$ cat src/rtl/serial_parity_pkg.sv
// Shared types and constants for the serial parity receiver.
package serial_parity_pkg;

  typedef enum logic [1:0] {
    StIdle,
    StData,
    StParity
  } state_e;

  localparam int unsigned PAR_EVEN = 0;
  localparam int unsigned PAR_ODD  = 1;

  // Bit counter must hold 0..data_w inclusive.
  function automatic int unsigned cnt_width(input int unsigned data_w);
    return $clog2(data_w + 1);
  endfunction

endpackage

$ cat src/rtl/ser_shift_reg.sv
// MSB-first deserializing shift register with a fill counter.
module ser_shift_reg
  import serial_parity_pkg::*;
#(
  parameter int unsigned DATA_W = 8
) (
  input  logic              clk,
  input  logic              rst_n,
  input  logic              load,      // start a new frame with bit_in as its MSB
  input  logic              shift,     // append bit_in to the current frame
  input  logic              bit_in,
  output logic [DATA_W-1:0] data,
  output logic              next_full  // the next shift completes the data field
);

  localparam int unsigned CntBits = cnt_width(DATA_W);

  logic [DATA_W-1:0]  data_d, data_q;
  logic [CntBits-1:0] cnt_d, cnt_q;

  // Load restarts the frame; shift appends at the LSB end.
  always_comb begin
    data_d = data_q;
    cnt_d  = cnt_q;
    if (load) begin
      data_d = DATA_W'(bit_in);
      cnt_d  = CntBits'(1);
    end else if (shift) begin
      data_d = (data_q << 1) | DATA_W'(bit_in);
      cnt_d  = cnt_q + CntBits'(1);
    end
  end

  // Shift register and counter state.
  always_ff @(posedge clk or negedge rst_n) begin
    if (!rst_n) begin
      data_q <= '0;
      cnt_q  <= '0;
    end else begin
      data_q <= data_d;
      cnt_q  <= cnt_d;
    end
  end

  assign data      = data_q;
  assign next_full = (cnt_q == CntBits'(DATA_W - 1));

endmodule

$ cat config.mk
export PLATFORM = sky130hd
export DESIGN_NAME = ser_shift_reg
export DESIGN_NICKNAME = d
export VERILOG_FILES = /design/src/rtl/serial_parity_pkg.sv /design/src/rtl/ser_shift_reg.sv
export SDC_FILE = /design/constraint.sdc
export NUM_CORES = 1
export LEC_CHECK = 0
export ABC_AREA = 0
export ABC_CLOCK_PERIOD_IN_PS = 2000
export BUFFER_PORTS_ARGS = -buffer_cell sky130_fd_sc_hd__buf_2
export CORE_AREA = 2 2 39 41
export CTS_CLUSTER_SIZE = 10
export DETAILED_ROUTE_END_ITERATION = 12
export DIE_AREA = 0 0 41 43
export PLACE_DENSITY_LB_ADDON = 0.08
export SLEW_MARGIN = 20
export SYNTH_ARGS = -nofsm -noshare
export SYNTH_HDL_FRONTEND = slang
export SYNTH_SLANG_ARGS = --single-unit
$ cat constraint.sdc
create_clock -name clk -period 2 [get_ports clk]
set_input_delay 0.3 -clock clk [delete_from_list [all_inputs] [get_ports clk]]
set_output_delay 0.3 -clock clk [all_outputs]
set_load 0.005 [all_outputs]
==> metrics.txt <==
total buffers and inverters traversed by the critical path 1; worst path cell trace ha_1, nand2_1, nor2_1, buf_2; die boundary height 43 um; Overall Power 450 uW; Die Footprint 1760 sq um; transition time of the tightest slew-check pin 318 ps; netlist area before placement 531 sq um; CTS-repair resized insts 0; TritonCTS clock tree done; Worst path top cell family by delay flip-flops; clock root buffer sky130_fd_sc_hd__clkbuf_4; final hold vios 0; worst setup slack after layout 573 ps; post-route non-filler standard cell count 75; cell area reported after detailed placement 599 sq um; FF-to-FF End cnt_q[2]; DRT Wirelength 918 um; path type of the worst setup path reg2out; count of unique library cells instantiated by Yosys 16; pins over their slew limit 0; number of buffers added by the clock tree synthesis step 3; Final Critical Period 1430 ps; category of the worst setup path capture point primary output; dpl ws 786 ps; WHS Path Cells 2; Tightest Hold Check Type in2reg; Worst Skew 0.461 ps; total congestion overflow 0; CTS Buffer Depth 2; Clk pin slew, worst setup/hold paths 70 ps; number of global-route vias before repair 358; tightest slew margin relative to the limit 78.8%; detailed-router iteration count before antenna repair 1; cells after synthesis 44; overall routing resource usage 12.9%; total number of clock tree sinks 12; remaining antenna violation count 0; largest net degree at the start of global routing 14; count of port buffers added during placement 13; peak clock frequency supported by timing 701 MHz; leakage power figure 0.000343 uW; maximum net fanout on the critical path 3; first element of the critical path cnt_q[0]; fraction of the yosys area taken by sequential cells 56.6%; fraction of power spent switching nets 22.9%; r2r worst-path depth 3; number of maximum-capacitance violations 0; Starting DRT DRC Count 0; Worst VDD drop 365 uV; clock network fraction of design power 30.7%; synthesis-to-finish area growth 19.1%; clock insertion delay at the later pin of the skew report 260 ps; Die X 41 um; Critical Path Start Type register; endpoints failing setup 0; last element of the critical path next_full; r2r startpoint cnt_q[0]; final antenna diode count 0; setup tns final 0 ps; effective utilization at floorplan 38.3%; most common cell after layout, fill and taps aside sky130_fd_sc_hd__buf_2; part of the total power dissipated in sequential elements 58.2%; post-route design area 632 sq um; via count of the routed design 377; Core Region 1380 sq um; global-route wire length before repair 1510 um; ratio of cells with drive above 1 in the final layout 30.5%; internal cell power 347 uW; number of register bits inferred by synthesis 12; share of power burned in combinational logic 11.1%; RSZ-0062 raised after global routing no; count of warnings emitted by yosys 0; Via-to-Cell Ratio 5.03; result of the run finished clean; gp weighted congestion 0.597; dpl cells 71; commonest non-fill, non-tap cells in the layout 13 x sky130_fd_sc_hd__buf_2, 12 x sky130_fd_sc_hd__dfrtp_1, 11 x sky130_fd_sc_hd__nor2_1; endpoint required time on the critical path 1700 ps; delay of the slowest critical-path stage 410 ps; Arrival @ worst endpoint 1130 ps; FP Rows 14; post-synthesis area per instance 12.1 sq um; Top Ports 14; number of antenna violations at the first check in global routing 0; Net Switching 103 uW; htree depth 1; final period utilization 71.4%; setup slack of the most critical reg-to-reg path 990 ps; power per cell area 712 nW/um^2; cell with the largest stage delay on the worst path sky130_fd_sc_hd__dfrtp_1; logic depth of the worst path, buffers included 4; Net count, final 67; average wire per standard cell 12.2 um; drt drc 0; synthesized netlist net count 50
[sequential cells by signal, indices dropped and copies added, names as in the netlist]
register	flops
cnt_q	4
data	8
[power by group through the flow]
stage | Combinational (uW) | Clock (uW) | Sequential, uW
after floorplan | 32.4 | 0 | 265
after global placement | 47.2 | 0 | 266
after detailed placement | 49.1 | 0 | 267
after CTS | 51.1 | 146 | 262
after global routing | 56.8 | 160 | 263
final | 50.1 | 138 | 262
[area by class of cell]
cell class,count,area (sq um)
clock buffer,3,22.5
tap,16,20.0
fill,139,752
multi-input combinational,30,214
sequential,12,300
timing repair buffer,14,75.1
[cell usage after synthesis]
master                      n  area, sq um
sky130_fd_sc_hd__a21bo_1    1         10.0
sky130_fd_sc_hd__a21oi_1    1         5.00
sky130_fd_sc_hd__buf_2      1         5.00
sky130_fd_sc_hd__buf_6      1         11.3
sky130_fd_sc_hd__dfrtp_1   12          300
sky130_fd_sc_hd__ha_1       1         12.5
sky130_fd_sc_hd__mux2_2     1         11.3
sky130_fd_sc_hd__mux2_4     1         15.0
sky130_fd_sc_hd__mux2i_1    8         80.1
sky130_fd_sc_hd__nand2_1    1         3.75
sky130_fd_sc_hd__nand2b_1   1         6.26
sky130_fd_sc_hd__nand3b_1   1         7.51
sky130_fd_sc_hd__nand4_1    1         6.26
sky130_fd_sc_hd__nor2_1    11         41.3
sky130_fd_sc_hd__nor2b_1    1         6.26
sky130_fd_sc_hd__xnor2_1    1         8.76
[through the flow]
step	util (%)	hold WS (ps)
6_report	45.7	268
2_1_floorplan	-	4.41
5_1_grt	45.7	264
3_5_place_dp	43.3	191
4_1_cts	45.7	259
3_3_place_gp	43.3	182
[worst reg2reg max path, cell delays in order, from the launching register on]
cell	delay (ps)
sky130_fd_sc_hd__dfrtp_1	410
sky130_fd_sc_hd__ha_1	240
sky130_fd_sc_hd__a21bo_1	170
sky130_fd_sc_hd__a21oi_1	110
[worst min-delay path by stage]
stage                           to  slack (ps)  startpoint
after floorplan           cnt_q[0]           4       rst_n
after global placement    cnt_q[3]         180       rst_n
after detailed placement  cnt_q[2]         190       rst_n
after CTS                  data[0]         260      bit_in
after global routing       data[0]         260      bit_in
final                      data[0]         270      bit_in
[per-layer routing]
metal	GRT usage, %	vias up	routed length, um
li1	-	180	-
met1	15.8	185	399
met2	19.4	10	459
met3	4.71	2	51
met4	6.00	0	8
met5	0	-	0
[cell families (layout without fill, tap and decap cells)]
logic type               count (synthesis)  after routing  synth area share, %
flip-flops                              12             12                 56.6
XOR/XNOR                                 1              1                 1.65
multiplexers                            10             10                 20.0
AND/OR/NAND/NOR                         16             16                 13.4
AO/OA/AOI/OAI                            2              2                 2.83
buffers and inverters                    2             17                 3.06
adder cells (fa/ha/maj)                  1              1                 2.36
[repair_timing]
item | 4_1_cts | 5_1_grt
buffers inserted | 0 | 0
hold buffers | 1 | 0
setup endpoints to repair | 0 | 0
hold endpoints to repair | 12 | 0
(Power assumes the default switching activity.)
